File: config.mk
export PLATFORM = sky130hd
export DESIGN_NAME = thread_scheduler_wrr
export DESIGN_NICKNAME = d
export VERILOG_FILES = /design/src/rtl/thread_scheduler_wrr_pkg.sv /design/src/rtl/thread_scheduler_wrr_find_first.sv /design/src/rtl/thread_scheduler_wrr.sv
export SDC_FILE = /design/constraint.sdc
export NUM_CORES = 1
export LEC_CHECK = 0
export ABC_AREA = 1
export CAP_MARGIN = 20
export CORE_AREA = 2 2 80 82
export CTS_CLUSTER_SIZE = 10
export DETAILED_ROUTE_END_ITERATION = 7
export DIE_AREA = 0 0 82 84
export GPL_TIMING_DRIVEN = 0
export PLACE_DENSITY = 0.75
export SYNTH_ARGS = -nofsm -noshare
export SYNTH_HDL_FRONTEND = slang
export SYNTH_SLANG_ARGS = --single-unit
File: constraint.sdc
create_clock -name clk -period 4 [get_ports clk]
set_clock_uncertainty 0.05 [all_clocks]
set_input_delay 1.2 -clock clk [delete_from_list [all_inputs] [get_ports clk]]
set_output_delay 1.2 -clock clk [all_outputs]
set_load 0.05 [all_outputs]
File: src/rtl/thread_scheduler_wrr_pkg.sv
// Shared definitions for the weighted round-robin thread scheduler.
//   n_threads  : default number of hardware threads
//   tid_width  : width of a thread identifier for n_threads threads
//   w_w        : default width of one per-thread weight field
//   weight_t   : one weight field
//   threadid_t : thread identifier
package thread_scheduler_wrr_pkg;

  localparam int n_threads = 8;
  localparam int tid_width = $clog2(n_threads);
  localparam int w_w       = 4;

  typedef logic [w_w-1:0]       weight_t;
  typedef logic [tid_width-1:0] threadid_t;

endpackage

File: src/rtl/thread_scheduler_wrr_find_first.sv
// rr_find_first: combinational rotating priority encoder.
// Scans the eligible mask starting at 'start' and wrapping modulo N.
//   eligible      in  N      bit i = 1 means entry i may be picked
//   start         in  IDX_W  rotation origin
//   include_start in  1      1: scan start, start+1, ...; 0: scan start+1, ..., start
//   found         out 1      some eligible entry exists
//   index         out IDX_W  first eligible entry in scan order (start when none)
// N must be a power of two so that wrap-around is plain truncation.
module rr_find_first
  import thread_scheduler_wrr_pkg::*;
#(
  parameter int N     = n_threads,
  parameter int IDX_W = $clog2(N)
) (
  input  logic [N-1:0]     eligible,
  input  logic [IDX_W-1:0] start,
  input  logic             include_start,
  output logic             found,
  output logic [IDX_W-1:0] index
);

  logic [IDX_W-1:0] first_off;

  // Excluding the origin shifts the window by one, which moves the origin
  // itself to the last scan slot.
  assign first_off = include_start ? IDX_W'(0) : IDX_W'(1);

  always_comb begin
    logic [IDX_W-1:0] cand;
    found = 1'b0;
    index = start;
    cand  = start;
    for (int k = 0; k < N; k++) begin
      cand = start + first_off + IDX_W'(k);
      if (!found && eligible[cand]) begin
        found = 1'b1;
        index = cand;
      end
    end
  end

endmodule

File: src/rtl/thread_scheduler_wrr.sv
// thread_scheduler_wrr: weighted round-robin hardware thread selector for
// the fetch stage. One thread is chosen per cycle; a chosen thread keeps
// issuing for its weight in cycles unless it stalls, after which selection
// rotates to the next unstalled thread. An exception redirect overrides
// everything except reset.
//   clk        in  1              clock
//   rst        in  1              synchronous reset, active-high
//   stalled    in  N_THREADS      bit i = 1: thread i cannot issue
//   weights    in  N_THREADS*W_W  burst length of thread i at [i*W_W +: W_W] (0 means 1)
//   exc_en     in  1              exception redirect request
//   exc_thread in  TID_W          redirect target
//   thread     out TID_W          selected thread (registered)
//   valid      out 1              thread is meaningful
//   switched   out 1              pulse: thread changed, or valid rose
//
// Output protocol: there is no ready; the consumer must take 'thread'
// every cycle in which 'valid' is 1. When 'valid' is 0 no thread could
// issue and 'thread' still holds the last selection.
module thread_scheduler_wrr
  import thread_scheduler_wrr_pkg::*;
#(
  parameter int N_THREADS = n_threads,
  parameter int W_W       = w_w,
  parameter int WEIGHTED  = 1,
  parameter int TID_W     = $clog2(N_THREADS)
) (
  input  logic                     clk,
  input  logic                     rst,
  input  logic [N_THREADS-1:0]     stalled,
  input  logic [N_THREADS*W_W-1:0] weights,
  input  logic                     exc_en,
  input  logic [TID_W-1:0]         exc_thread,
  output logic [TID_W-1:0]         thread,
  output logic                     valid,
  output logic                     switched
);

  // Remaining extra cycles of the current burst; 0 means rotate next edge.
  logic [W_W-1:0] burst_cnt;

  // Effective weights: zero weight, or the unweighted build, means one cycle.
  logic [W_W-1:0] eff_w [N_THREADS];

  for (genvar gi = 0; gi < N_THREADS; gi++) begin : g_eff_w
    assign eff_w[gi] = ((WEIGHTED == 0) || (weights[gi*W_W +: W_W] == '0))
                       ? W_W'(1) : weights[gi*W_W +: W_W];
  end

  // Rotating search. While valid, the current thread is examined last so
  // that others get a turn; from idle the scan begins at the current thread.
  logic             srch_found;
  logic [TID_W-1:0] srch_idx;

  rr_find_first #(
    .N     (N_THREADS),
    .IDX_W (TID_W)
  ) u_find (
    .eligible      (~stalled),
    .start         (thread),
    .include_start (~valid),
    .found         (srch_found),
    .index         (srch_idx)
  );

  logic             hold;
  logic [TID_W-1:0] nxt_thread;
  logic             nxt_valid;
  logic [W_W-1:0]   nxt_cnt;
  logic             nxt_switched;

  // A stall on the current thread drops out of the hold and discards the
  // rest of the burst.
  assign hold = valid && !stalled[thread] && (burst_cnt != '0);

  always_comb begin
    nxt_thread = thread;
    nxt_valid  = valid;
    nxt_cnt    = burst_cnt;
    if (exc_en) begin
      // The redirect target is taken even when it is stalled.
      nxt_thread = exc_thread;
      nxt_valid  = 1'b1;
      nxt_cnt    = eff_w[exc_thread] - W_W'(1);
    end else if (hold) begin
      nxt_cnt    = burst_cnt - W_W'(1);
    end else if (srch_found) begin
      nxt_thread = srch_idx;
      nxt_valid  = 1'b1;
      nxt_cnt    = eff_w[srch_idx] - W_W'(1);
    end else begin
      nxt_valid  = 1'b0;
    end
    nxt_switched = (nxt_thread != thread) || (nxt_valid && !valid);
  end

  always_ff @(posedge clk) begin
    if (rst) begin
      thread    <= '0;
      valid     <= 1'b0;
      switched  <= 1'b0;
      burst_cnt <= '0;
    end else begin
      thread    <= nxt_thread;
      valid     <= nxt_valid;
      switched  <= nxt_switched;
      burst_cnt <= nxt_cnt;
    end
  end

endmodule

==> results summary <==
The area added between synthesis and finish is 36.6%. The utilization after layout came out at 51.8%. The die is 84 um tall. The core region area came out at 0.00610 mm2.

The die width is 82 um. The layout has 645 filler cells. The number of placed instances, taps included came out at 555. The max-slew headroom at the worst pin is 66.9%. The largest net degree at the start of global routing came out at 11. The final critical-path share of the clock period is 93.1%. The proportion of register bits with asynchronous set or reset after synthesis came out at 0%. TritonCTS built the clock tree. The number of instances in the synthesized netlist came out at 428. In this run the clock root is driven by a sky130_fd_sc_hd__clkbuf_8. The count of input and output buffers came out at 50. The distinct cell type count of the synthesized netlist is 36. Data on the critical path is required at its endpoint by 4.07 ns. The sink count of the clock tree came out at 9.

The buffer levels on the longest clock path is 2. The initial antenna violation count is 0. The number of I/O pins came out at 51.

The row count is 29. The final instance count without filler cells is 571. The total count of max-transition violations in the final report was 0. The total routed wirelength came out at 7690 um.

Among all stages on the critical path, the largest delay is contributed by sky130_fd_sc_hd__dlygate4sd2_1. The number of H-tree levels is 1. The iteration-0 DRC count of the detailed router is 228. The overall track demand over capacity in global routing came out at 22.5%. On the worst path, the slowest cell contributes a delay of 0.26 ns. The top fanout value on the critical path came out at 9. The effective utilization at floorplan is 37.9%. The sum of negative setup slack came out at 0 ns. Final hold analysis gives a worst-case slack of 0.505 ns.

The die covers 0.00689 mm2. In this design, the largest share of critical-path delay is due to simple AND/OR/NAND/NOR gates. STA classifies the critical path endpoint as a flip-flop. The synthesized netlist occupies a cell area of 0.00231 mm2. Counting cells, the worst reg-to-reg path comes to 28. The average wire length per cell after detail routing came out at 13.5 um.

The number of synthesized flops with an enable pin came out at 0. Setup repair after global routing left no endpoint under its margin. The run finished with clean final reports. In the final layout, the share of cells above drive strength 1 is 16.0%. The kind of start point of the critical path is an input pin. The final setup violation count is 0.

The critical path depth in cells is 25. The actual transition at the worst max-transition pin came out at 0.496 ns. The antenna diode instance count is 0. The final route contains 3107 vias.

The clock latency on the worst-skew pair is 0.23 ns. The path type of the worst setup path is in -> reg. The average cell area after synthesis came out at 5.40 um2.

The weighted congestion reported at the end of routability-driven placement is 0.974. The first global-routing pass estimated 12800 um of wire. Detailed placement ended at an HPWL of 6100 um. The first-pass iteration count of the detailed router came out at 5. The post-route antenna net violation count came out at 0. The predominant post-synthesis flop cell is sky130_fd_sc_hd__dfxtp_1. The worst hold path belongs to the class reg -> reg. The depth of the worst hold-timing path came out at 2. The number of buffers and inverters on the critical path is 4.

After the last flow step, the layout net total stands at 546. The max-cap check violation count came out at 0. The remaining global-route overflow came out at 0. The register bit count reported by yosys is 9. The hold violation count in the final report is 0. In this design, the critical path's most frequently occurring cell is sky130_fd_sc_hd__nand2_1. The minimum clock period is 3.73 ns. The DRC violation count after routing came out at 0. The number of CTS-inserted buffers came out at 3. The number of global-route vias before repair came out at 2911. The data arrival at the endpoint of the critical path came out at 3.79 ns. The routed via count divided by cell count is 5.44. The net count after synthesis came out at 479.

The top achievable clock speed came out at 268 MHz. The Yosys step of the flow raised 0 warnings. Sequential cells were found to cover 7.79% of the synthesized design area. The clock-pin transition on the worst setup and hold timing paths is 0.04 ns.
[cells in the mapped netlist (all sizes together) (4+ instances only)]
cell type / n / share of area, %
o21ai: 38 / 8.4
ha: 5 / 2.7
dfxtp: 9 / 7.8
nand2: 154 / 30
clkbuf: 4 / 0.65
nor2: 32 / 6.6
nand4: 5 / 2.0
inv: 49 / 8.2
a21oi: 22 / 5.1
nor3: 8 / 1.7
buf: 5 / 1.8
nand3: 77 / 19
[cell usage in the layout (no fill, tap or decap), drive strengths merged, types with 6 or more instances in the layout]
cell type	instances
inv	49
clkbuf	8
nand3	77
nor2	32
nand2	154
dlymetal6s2s	6
dfxtp	9
buf	17
nor3	8
o21ai	38
a21oi	22
clkdlybuf4s50	42
[registers in the layout, summed over array words and instances, names as in the netlist]
name and count:
valid 1, thread 3, burst_cnt 4, switched 1
[worst min-delay path, stage by stage, from the launching register on]
cell	delay, ns
sky130_fd_sc_hd__dfxtp_1	0.34
sky130_fd_sc_hd__o21ai_0	0.09
sky130_fd_sc_hd__nor2_1	0.09
[logic make-up (layout without fill, tap and decap cells)]
logic type               count (synthesis)  after routing  share of synthesized area [%]
adder cells (fa/ha/maj)                  5              5                           2.71
AO/OA/AOI/OAI                           75             75                           18.4
flip-flops                               9              9                           7.79
AND/OR/NAND/NOR                        278            278                           59.3
buffers and inverters                   58            124                           10.7
XOR/XNOR                                 3              3                           1.14
[routing by layer]
layer | up-vias | GRT usage, % | part of all wire (%)
met3 | 15 | 2.27 | 6.1
met5 | - | 0 | 0
met2 | 138 | 38.6 | 50
met4 | 0 | 5.76 | 1.7
li1 | 1555 | - | -
met1 | 1399 | 29.6 | 42
[per-stage QoR]
stage / worst slack [ns] / area, um2
after global routing: 0.0136 / 3160
after CTS: 0.00102 / 3070
after global placement: -0.334 / 2910
final: 0.275 / 3160
after detailed placement: -0.368 / 2910
after floorplan: 0.0911 / 2310
[final timing paths]
kind	startpoint	end	slack [ns]
worst min register to register	burst_cnt[2]$_SDFFE_PP0P_	burst_cnt[2]$_SDFFE_PP0P_	0.50
worst max register to register	thread[0]$_SDFF_PP0_	burst_cnt[2]$_SDFFE_PP0P_	0.36
worst max-delay path	stalled[4]	burst_cnt[2]$_SDFFE_PP0P_	0.27
worst min-delay path	burst_cnt[2]$_SDFFE_PP0P_	burst_cnt[2]$_SDFFE_PP0P_	0.50
[what timing repair did]
action | 4_1_cts | 5_1_grt
hold buffers | 0 | 0
gates resized for setup | 12 | 25
buffers inserted | 12 | 0
cloned | 0 | 0
endpoints found under the setup margin | 4 | 5
pin swaps | 4 | 6
[area by class of cell]
type | instances | area (um2) | share of cell area [%]
plain buffers | 9 | 65.1 | 2.06
clock buffers | 4 | 45.0 | 1.43
inverters | 49 | 191 | 6.06
multi-input cells | 361 | 1970 | 62.4
flip-flops and latches | 9 | 184 | 5.82
well taps | 77 | 96.3 | 3.05
repair buffers | 62 | 604 | 19.1
Power is left out: the tool's default activity adds up to more than one toggle a clock period on the data nets, which glitch-free logic cannot reach.
